`config.mk`:
```
export PLATFORM = sky130hd
export DESIGN_NAME = rf_write_arbiter
export DESIGN_NICKNAME = d
export VERILOG_FILES = /design/src/rtl/rf_pkg.sv /design/src/rtl/rr_arbiter.sv /design/src/rtl/rf_write_arbiter.sv
export SDC_FILE = /design/constraint.sdc
export NUM_CORES = 1
export LEC_CHECK = 0
export CELL_PAD_IN_SITES_DETAIL_PLACEMENT = 1
export CELL_PAD_IN_SITES_GLOBAL_PLACEMENT = 1
export CORE_ASPECT_RATIO = 2
export CORE_UTILIZATION = 30
export CTS_BUF_LIST = sky130_fd_sc_hd__clkbuf_4
export CTS_CLUSTER_SIZE = 40
export DETAILED_ROUTE_END_ITERATION = 12
export GPL_TIMING_DRIVEN = 1
export PLACE_DENSITY = 0.86
export SLEW_MARGIN = 10
export SYNTH_ARGS = -nofsm -noshare
export SYNTH_HDL_FRONTEND = slang
export SYNTH_SLANG_ARGS = --single-unit
export TNS_END_PERCENT = 10
```
`constraint.sdc`:
```
create_clock -name clk -period 3.38 [get_ports clk]
set_input_delay 0.676 -clock clk [delete_from_list [all_inputs] [get_ports clk]]
set_output_delay 0.676 -clock clk [all_outputs]
set_load 0.02 [all_outputs]
```
`src/rtl/rf_pkg.sv`:
```
// Constants and types shared by the register file and its write-side arbiter.
package rf_pkg;

  localparam int XLEN       = 32;
  localparam int REG_ADDR_W = 5;

  typedef struct packed {
    logic [REG_ADDR_W-1:0] addr;
    logic [XLEN-1:0]       data;
  } wb_req_t;

  localparam logic [REG_ADDR_W-1:0] X0_ADDR = '0;

endpackage

```
`src/rtl/rr_arbiter.sv`:
```
// Combinational round-robin picker: first asserted request at or after ptr, wrapping modulo N.
module rr_arbiter #(
  parameter  int N     = 2,
  localparam int PTR_W = (N > 1) ? $clog2(N) : 1
) (
  input  logic [N-1:0]     req,
  input  logic [PTR_W-1:0] ptr,
  output logic [N-1:0]     grant,
  output logic [PTR_W-1:0] grant_idx
);

  logic found;

  // Outer loop walks the distance from ptr so the nearest request wins.
  always_comb begin
    grant     = '0;
    grant_idx = '0;
    found     = 1'b0;
    for (int k = 0; k < N; k++) begin
      for (int i = 0; i < N; i++) begin
        if (!found && req[i] &&
            ((int'(ptr) + k == i) || (int'(ptr) + k == i + N))) begin
          grant[i]  = 1'b1;
          grant_idx = PTR_W'(i);
          found     = 1'b1;
        end
      end
    end
  end

endmodule

```
`src/rtl/rf_write_arbiter.sv`:
```
// Shares the register file write port among N_REQ writeback sources with a
// registered output stage; writes aimed at x0 are accepted but never presented.
module rf_write_arbiter
  import rf_pkg::*;
#(
  parameter int N_REQ = 2,
  parameter int CNT_W = 16
) (
  input  logic                          clk,
  input  logic                          rst,
  input  logic                          stall,
  input  logic [N_REQ-1:0]              req_valid,
  input  logic [REG_ADDR_W*N_REQ-1:0]   req_addr,
  input  logic [XLEN*N_REQ-1:0]         req_data,
  output logic [N_REQ-1:0]              req_ready,
  output logic                          wr_ena,
  output logic [REG_ADDR_W-1:0]         wr_addr,
  output logic [XLEN-1:0]               wr_data,
  output logic                          contention,
  output logic [CNT_W-1:0]              x0_drops
);

  localparam int PTR_W = (N_REQ > 1) ? $clog2(N_REQ) : 1;

  wb_req_t            reqs [N_REQ];
  wb_req_t            sel;
  logic [N_REQ-1:0]   req_gated;
  logic [N_REQ-1:0]   grant;
  logic [PTR_W-1:0]   grant_idx;
  logic [PTR_W-1:0]   rr_ptr;
  logic               transfer;
  logic               multi_valid;

  always_comb begin
    for (int i = 0; i < N_REQ; i++) begin
      reqs[i].addr = req_addr[REG_ADDR_W*i +: REG_ADDR_W];
      reqs[i].data = req_data[XLEN*i +: XLEN];
    end
  end

  // Reset and stall both suppress grants so no transfer can occur in those cycles.
  assign req_gated   = (stall || rst) ? '0 : req_valid;
  assign req_ready   = grant;
  assign transfer    = |grant;
  assign sel         = reqs[grant_idx];
  assign multi_valid = ($countones(req_valid) >= 2);

  rr_arbiter #(.N(N_REQ)) u_arb (
    .req       (req_gated),
    .ptr       (rr_ptr),
    .grant     (grant),
    .grant_idx (grant_idx)
  );

  always_ff @(posedge clk) begin
    if (rst) begin
      rr_ptr     <= '0;
      wr_ena     <= 1'b0;
      wr_addr    <= '0;
      wr_data    <= '0;
      contention <= 1'b0;
      x0_drops   <= '0;
    end else begin
      contention <= multi_valid && !stall;
      if (transfer) begin
        wr_addr <= sel.addr;
        wr_data <= sel.data;
        wr_ena  <= (sel.addr != X0_ADDR);
        rr_ptr  <= (grant_idx == PTR_W'(N_REQ - 1)) ? '0 : grant_idx + 1'b1;
        if ((sel.addr == X0_ADDR) && (x0_drops != '1))
          x0_drops <= x0_drops + 1'b1;
      end else begin
        wr_ena <= 1'b0;
      end
    end
  end

endmodule

```
---- Word-level counts from Yosys, hierarchy flattened ----
Index checks and enable logic that the tools add are counted.
word-level totals
  bits in registers ....................... 56
  latch bits .............................. 0
  memory bits (writable) .................. 0
  memory bits (read-only) ................. 0
  input bits .............................. 79
  word-level logic and storage cells ...... 54
  memories kept ........................... 0
operators by class
  add/sub/neg operators ................... 4
  $mul .................................... 0
  div/mod/pow operators ................... 0
  magnitude comparators ................... 2
  equal/unequal tests ..................... 4
  shift operators ......................... 0
  multiplexer cells ....................... 13
  bitwise logic cells ..................... 2
  reductions and logical operators ........ 23
operators with widths
  kind                     count
  $mux W37                 3
  $eq A32 B3 Y1 const B    2
  $logic_not A32 Y1        2
  $eq A32 B2 Y1 const B    1
  $add A16 B1 Y16 const B  1
  $ne A16 B16 Y1 const B   1
  $logic_and A1 B1 Y1      9
  $mux W1                  9
  $logic_not A5 Y1         1
  $reduce_bool A5 Y1       1
  $ge A2 B2 Y1 const B     2
  $logic_not A1 Y1         4
  $reduce_or A2 Y1         2
  $logic_or A1 B1 Y1       3
  $add A1 B1 Y2            1
  $add A1 B1 Y2 const B    1
  $mux W2                  1
  $not A1 Y2               1
  $reduce_and A2 Y1        1
  $add A1 B1 Y1 const B    1
  $not A1 Y1               1

---- Longest topological paths before layout ----
Gate-level depths: netlist (run 1).
  depth after elaboration ................. 23
  gate-level depth with buffers ........... 8
  gate-level depth less buffers ........... 6

---- By module ----
Synthesis (run 1) repeated with hierarchy kept, for this count alone.
second synthesis, totals
  cells, all modules ...................... 281
  area total of the unflattened synthesis .. 2652.5 µm²
modules (own cells, without submodules)
  module            times used  cells an instance  area each (µm²)  seq. area each (µm²)
  rf_write_arbiter  1           277                2622.5           1121.1
  rr_arbiter        1           4                  30.0             0.0

---- Least setup slack after synthesis (run 1) ----
OpenSTA, ideal clock, no wires.
  path type ............................... input to register
  from .................................... in req_addr[0]
  to ...................................... reg x0_drops[13]
  library setup time ...................... 0.123 ns
  arrival time ............................ 2.412 ns
  slack ................................... 0.844 ns
  stages on the path ...................... 5
  path buffers ............................ 0
  path through ............................ or4_1 -> a211o_1 -> a2111o_1 -> nor3_1 -> mux2_1
on the way
  word-level cells in the longest chain between the ends .. 6
ends and longest elaborated chain
  item                                         line                    text
  start, declared                              rf_write_arbiter.sv:13  input logic [REG_ADDR_W*N_REQ-1:0] req_addr,
  $mux W37 (implied by the code) (3 in a row)  rf_write_arbiter.sv:45  assign sel = reqs[grant_idx];
  $logic_not A5 Y1                             rf_write_arbiter.sv:70  if ((sel.addr == X0_ADDR) && (x0_drops != '1))
  $logic_and A1 B1 Y1                          rf_write_arbiter.sv:70
  $reduce_and A2 Y1 (no source line)           n/a
  end signal, assigned                         rf_write_arbiter.sv:71  x0_drops <= x0_drops + 1'b1;
  end, declared                                rf_write_arbiter.sv:20  output logic [CNT_W-1:0] x0_drops
Every way passes these cells. The select of a mux whose other input is x is not followed.
A chain may end at the register's enable or synchronous reset.

---- Final worst setup path (run 1) ----
  from .................................... in req_valid[1]
  to ...................................... out req_ready[1]
on the way
  word-level cells in the longest chain between the ends .. 12
ends and longest elaborated chain
  item                              line                    text
  start, declared                   rf_write_arbiter.sv:12  input logic [N_REQ-1:0] req_valid,
  $mux W2 (*)                       rf_write_arbiter.sv:42  assign req_gated = (stall || rst) ? '0 : req_valid;
  $logic_and A1 B1 Y1 (2 in a row)  rr_arbiter.sv:21        if (!found && req[i] &&
  $mux W1                           rr_arbiter.sv:21
  $logic_not A1 Y1                  rr_arbiter.sv:21
  $logic_and A1 B1 Y1 (2 in a row)  rr_arbiter.sv:21
  $mux W1                           rr_arbiter.sv:21
  $logic_not A1 Y1                  rr_arbiter.sv:21
  $logic_and A1 B1 Y1 (2 in a row)  rr_arbiter.sv:21
  $mux W1 (*)                       rr_arbiter.sv:21
  end, declared                     rf_write_arbiter.sv:15  output logic [N_REQ-1:0] req_ready,
Every way passes the cells marked *; elsewhere a longest branch is shown, timed or not.

==> metrics.md, run 1 <==
| Metric | Value |
|---|---|
| Final wirelength | 9.406 mm |
| CTS tree | yes |
| Final setup violation count | 0 |
| Post-cts repair resize count | 0 |
| Fin. Hold Viols | 0 |
| Register area | 1121 um2 |
| Period utilization | 0.9093 |
| Delay-heaviest family, CP | buffers and inverters |
| CTS root buf | clkbuf_4 |
| Sink Count | 56 |
| Row Count | 47 |
| Share of cells above drive strength 1 | 0.04299 |
| GRT Overall Usage | 0.2203 |
| Die span in y | 132.2 um |
| Reg clk slew, reported paths | 140 ps |
| Clk buf depth | 2 |
| Drt via density | 5.364 |
| Yosys top cell area share | 0.4409 |
| Critical-path top delay cell | clkdlybuf4s50_1 |
| Average size of a mapped cell | 8.071 um2 |
| Post-synth top area cell | dfxtp_1 |
| Antenna violations before repair | 1 |
| VDD IR max | 0.0001814 V |
| Data required time at the worst endpoint | 2700 ps |
| CP arrival | 2400 ps |
| Placed cells | 535 |
| CP most frequent cell | clkdlybuf4s50_1 |
| Fin nets | 524 |
| Worst Setup Start Kind | input pin |
| Slew Viols, Final | 0 |
| Syn nets | 395 |
| First-pass GRT wire length | 14.75 mm |
| Largest net degree at the start of global routing | 36 |
| Fillers | 1002 |
| Synth cell types | 40 |
| LEAKAGE | 1.468 nW |
| Rel. slew slack | 0.5886 |
| Num CTS Buffers | 5 |
| Post-route insts no fill | 541 |
| WHS | 499.1 ps |
| Vias | 2902 |
| Initial Utilization | 0.3088 |
| # H-tree levels | 2 |
| Synth warn | 0 |
| Hold buffers post-CTS | 0 |
| Worst Tran Pin Value | 617.1 ps |
| Ports | 136 |
| Setup_tns | 0 ps |
| Grt ovf | 0 |
| Pre-antenna DRT Iters | 4 |
| Hold crit path type | register to register |
| PwrDens | 318.3 nW/um2 |
| Final ANT Viol Nets | 0 |
| HPWL Detailed | 7.219 mm |
| DR iter-0 viols | 162 |
| Max-cap viol count | 0 |
| # Post-CTS Setup Buffers | 0 |
| WP buf/inv | 3 |
| Max frequency | 0.3254 GHz |
| Vias in the first global route | 3078 |
| Max Clock Skew | 11.12 ps |
| Port buffer count | 135 |
| Routability cong. | 0.8147 |
| Remaining DRCs | 0 |
| Die X | 67.10 um |
| CP Class | input pin to output pin |
| Die area | 8869 um2 |
| Final Core Density | 0.4915 |
| Cell count after synthesis | 315 |
| Tmin final | 3073 ps |
| Critical-path cell list | clkdlybuf4s50_1, nor3b_1, nand2_1, inv_1, clkdlybuf4s50_1 |
| Fin area | 4046 um2 |
| Slowest stage delay, CP | 620 ps |
| Area post-placement | 4006 um2 |
| Multi-input logic area | 1303 um2 |
| Total core area | 8233 um2 |
| Outcome | finished, final reports clean |
| Sequential area share after synthesis | 0.4409 |
| Clk_lat worst skew | 390 ps |
| Top cells by area, synth | dfxtp_1, nand2_1, a311oi_1, nor2_1, clkbuf_1 |
| #FFs+latches synth | 56 |
| Worst Setup End Kind | output pin |
| RSZ-0062 raised after global routing | no |
| Post-synthesis cell area | 2542 um2 |
| Crit Path Max Fanout | 6 |
| Synthesis-to-finish area growth | 59.15% |
| Drt wl/cell | 17.39 um |
-- layout by cell type, fill, tap and decap left out, types with 2 or more instances in the layout --
cell type and n:
a21o_1 2, a21oi_1 11, a22oi_1 3, a311oi_1 27
and3_1 3, and4_1 2, buf_4 8, clkbuf_4 5
clkdlybuf4s50_1 134, dfxtp_1 56, inv_1 8, mux2_2 2
mux2i_1 7, nand2_1 66, nand3_1 13, nand4_1 4
nor2_1 34, nor2b_1 3, nor3_1 3, nor4_1 3
o21ai_0 12, o31a_1 2, o31ai_1 5, or3_1 4
or4_1 7
-- stage by stage --
stage	total power, mW	setup slack [ps]
after floorplan	0.8392	844.2
after global placement	1.020	229.0
after detailed placement	1.029	137.0
after CTS	1.313	294.0
after global routing	1.350	216.4
final	1.288	306.7
-- where the power goes --
group	switching [mW]	internal, mW	total [mW]
Sequential	0.0174	0.692	0.710
Combinational	0.136	0.167	0.303
Clock	0.204	0.0703	0.275
Total	0.358	0.930	1.29
-- final timing paths --
kind / endpoint / slack, ps / startpoint / depth (start not counted)
worst max register to register: x0_drops[13]$_SDFFE_PP0P_ / 990 / x0_drops[0]$_SDFFE_PP0P_ / 7
worst min register to register: wr_addr[1]$_SDFFE_PP0P_ / 500 / wr_addr[1]$_SDFFE_PP0P_ / 2
worst max-delay path: req_ready[1] / 310 / req_valid[1] / 5
worst min-delay path: wr_addr[1]$_SDFFE_PP0P_ / 500 / wr_addr[1]$_SDFFE_PP0P_ / 2
-- synth_stat cells --
master and n:
nor3b_1 1, nand2_1 66, nor2_1 34, mux2_2 2, a21oi_1 11, nand2b_1 1
a211o_1 1, o211ai_1 1, buf_6 1, a2111o_1 1, or4_1 7, o31ai_1 5
dfxtp_1 56, o21ai_1 1, ha_1 1, nor4bb_1 1, mux2i_1 7, nor2b_1 3
nand3_1 13, o311ai_1 1, and4_1 2, clkbuf_1 19, a211oi_1 1, a21o_1 2
inv_1 8, clkinv_1 1, a22oi_1 3, nor4_1 3, o31a_1 2, or3_1 4
o21a_1 2, buf_2 2, and2_1 1, a2111oi_0 1, o21ai_0 12, nand4_1 4
a311oi_1 27, nor3_1 3, mux2_1 1, and3_1 3
-- tightest hold or removal path, cell delays in order, from the launching register on --
cell and delay, ps:
dfxtp_1 340, nand3_1 50, o21ai_0 70
-- metal layers --
metal / vias to the layer above / wire, um / GRT usage
met5: - / 0 / 0
met4: 0 / 346 / 0.1147
met3: 26 / 444 / 0.04152
met2: 105 / 5330 / 0.4206
met1: 1377 / 3285 / 0.2046
li1: 1394 / - / -
-- final cells by class --
type | count | share of cell area
sequential | 56 | 0.2771
antenna | 1 | 0.0006184
clock buffer | 5 | 0.009276
tap | 98 | 0.03030
multi-input combinational | 228 | 0.3219
inverter | 9 | 0.008349
timing repair buffer | 144 | 0.3525
-- state kept, by name (all words and copies together) (netlist names) --
signal,flops
wr_addr,5
x0_drops,16
wr_ena,1
wr_data,32
contention,1
rr_ptr,1
-- cell families (layout without fill, tap and decap cells) --
kind of cell,after synthesis,count (layout),synth area share
buffers and inverters,31,158,0.04970
DFF,56,56,0.4409
muxes,10,10,0.04085
adders and majority gates,1,1,0.004920
AOI/OAI and AO/OA,71,71,0.2032
other,0,1,0
and+or+nand+nor,146,146,0.2603
Note: power is estimated with default switching activity, not from simulation.
==> run 2: changes to the inputs <==
Settings changed: CORE_UTILIZATION 30 to 32, PLACE_DENSITY 0.86 to 0.87, SYNTH_HIERARCHICAL from default to 1.
==> metrics.md, run 2 <==
| Metric | Value |
|---|---|
| Worst Tran Pin Value | 582.3 ps |
| Max-cap viol count | 0 |
| Final ANT Viol Nets | 0 |
| # H-tree levels | 2 |
| Drt via density | 5.196 |
| Initial Utilization | 0.3316 |
| Worst Setup Start Kind | input pin |
| Hold crit path type | register to register |
| R2R setup slack | 1270 ps |
| Slowest stage delay, CP | 640 ps |
| Syn nets | 361 |
| Row Count | 46 |
| CTS root buf | clkbuf_4 |
| First-pass GRT wire length | 13.72 mm |
| Fin nets | 488 |
| Top cells by area, synth | dfxtp_1, mux2i_1, a211oi_1, nor2_1, xnor2_1 |
| Final setup violation count | 0 |
| Period utilization | 0.9249 |
| Port buffer count | 135 |
| Most flops, register | wr_data |
| Synthesis-to-finish area growth | 57.83% |
| CP most frequent cell | clkdlybuf4s50_1 |
| Largest net degree at the start of global routing | 78 |
| Most frequent cell after synthesis | dfxtp_1 |
| DR iter-0 viols | 99 |
| Post-synth EDFFs | 0 |
| Share of cells above drive strength 1 | 0.07335 |
| PwrDens | 342.4 nW/um2 |
| Largest register FFs | 32 |
| Sink Count | 56 |
| Vias in the first global route | 2819 |
| Pre-antenna DRT Iters | 4 |
| Clk buf depth | 2 |
| Reg clk slew, reported paths | 140 ps |
| Post-synth top area cell | dfxtp_1 |
| Worst Setup End Kind | output pin |
| Commonest cells post-synth | dfxtp_1, nor2_1, a211oi_1 |
| Vias | 2624 |
| Post-cts repair resize count | 0 |
| Top flop regs | wr_data (32), x0_drops (16), wr_addr (5) |
| Outcome | finished, final reports clean |
| Grt ovf | 0 |
| Setup_tns | 0 ps |
| Num CTS Buffers | 5 |
| RSZ-0062 raised after global routing | no |
| Cell count after synthesis | 281 |
| CP arrival | 2450 ps |
| VDD IR max | 0.0002316 V |
| Fillers | 885 |
| Slew Viols, Final | 0 |
| #FFs+latches synth | 56 |
| Die X | 66.38 um |
| Max Clock Skew | 21.39 ps |
| Routability cong. | 0.7992 |
| LEAKAGE | 1.367 nW |
| Sequential area share after synthesis | 0.4226 |
| Crit Path Max Fanout | 3 |
| Critical-path top delay cell | clkdlybuf4s50_1 |
| Clk_lat worst skew | 400 ps |
| # Post-CTS Setup Buffers | 0 |
| Remaining DRCs | 0 |
| Synth cell types | 35 |
| Die area | 8680 um2 |
| Yosys top cell area share | 0.4226 |
| Hold buffers post-CTS | 0 |
| Async S/R FF share, synth | 0 |
| Data required time at the worst endpoint | 2700 ps |
| CTS tree | yes |
| Antenna violations before repair | 0 |
| HPWL Detailed | 6.532 mm |
| Final Core Density | 0.5233 |
| Post-synthesis cell area | 2653 um2 |
| Most frequent cells in the layout | clkdlybuf4s50_1, dfxtp_1, nor2_1 |
| Synth warn | 6 |
| Average size of a mapped cell | 9.440 um2 |
| Fin. Hold Viols | 0 |
| Total core area | 8000 um2 |
| Final wirelength | 8.498 mm |
| GRT Overall Usage | 0.2098 |
| Post-synth top flop | dfxtp_1 |
| Rel. slew slack | 0.6118 |
| Die span in y | 130.8 um |
| Ant diodes | 0 |
| Tmin final | 3126 ps |
| Critical-path cell list | clkdlybuf4s50_1, nor3b_1, a21boi_1, clkdlybuf4s50_1 |
| Max frequency | 0.3199 GHz |
| CP Class | input pin to output pin |
| Ports | 136 |
| Drt wl/cell | 16.83 um |
| Commonest non-fill, non-tap cell in the layout | clkdlybuf4s50_1 |
## run 2: cell types whose count changed after synthesis, moves of 13 or more
| cell | delta |
|---|---|
| nand2_1 | -61 |
| xnor2_1 | +13 |
| a211oi_1 | +37 |
| a311oi_1 | -27 |
| mux2i_1 | +30 |
| nor2_1 | +20 |
## run 2: metal layers
metal / GRT usage / vias up / wire [um]
li1: - / 1269 / -
met3: 0.03733 / 21 / 379
met5: 0 / - / 0
met4: 0.1051 / 0 / 305
met2: 0.4082 / 97 / 4845
met1: 0.2019 / 1237 / 2967
## run 2: power by group
group	internal (mW)	total (mW)	switching [mW]
Clock	0.152	0.368	0.216
Sequential	0.698	0.716	0.0188
Combinational	0.190	0.349	0.159
Total	1.04	1.43	0.394
## run 2: final cells by class
cell class,count,area [um2],area share
Multi-Input combinational cell,200,1435,0.3428
Timing Repair Buffer,142,1424,0.3401
Sequential cell,56,1121,0.2678
Tap cell,96,120.1,0.02869
Clock buffer,5,37.54,0.008966
Clock inverter,3,37.54,0.008966
Inverter,3,11.26,0.002690
## run 2: worst max-delay path, delay by kind of cell
family          cells  cell delay [ps]
buf+inv             2             1110
simple gates        1              380
compound gates      1              290
## run 2: logic make-up after synthesis
| family | after synthesis | synth area share |
|---|---|---|
| compound gates | 50 | 0.1443 |
| fa+ha+maj | 1 | 0.004716 |
| simple gates | 99 | 0.2028 |
| xor+xnor | 13 | 0.04292 |
| flops | 56 | 0.4226 |
| mux | 37 | 0.1396 |
| buf+inv | 25 | 0.04292 |
## run 2: path summary, 6_finish.rpt
kind,startpoint,end,cells past startpoint
worst max-delay path,req_valid[1],req_ready[1],4
worst min register to register,wr_data[6]$_SDFFE_PP0P_,wr_data[6]$_SDFFE_PP0P_,2
worst min-delay path,wr_data[6]$_SDFFE_PP0P_,wr_data[6]$_SDFFE_PP0P_,2
worst max register to register,rr_ptr$_SDFFE_PP0P_,x0_drops[11]$_SDFFE_PP0P_,7
## run 2: metrics by stage
stage	instances	setup WS (ps)	cell area [um2]	hold slack [ps]	total power [mW]
finish	505	253.8	4187	508.8	1.433
global route	505	169.4	4187	542.8	1.503
CTS	505	261.0	4187	511.2	1.454
detailed placement	497	73.26	4111	494.0	1.085
global placement	497	269.3	4111	484.8	1.072
floorplan	281	547.0	2653	503.9	0.8823
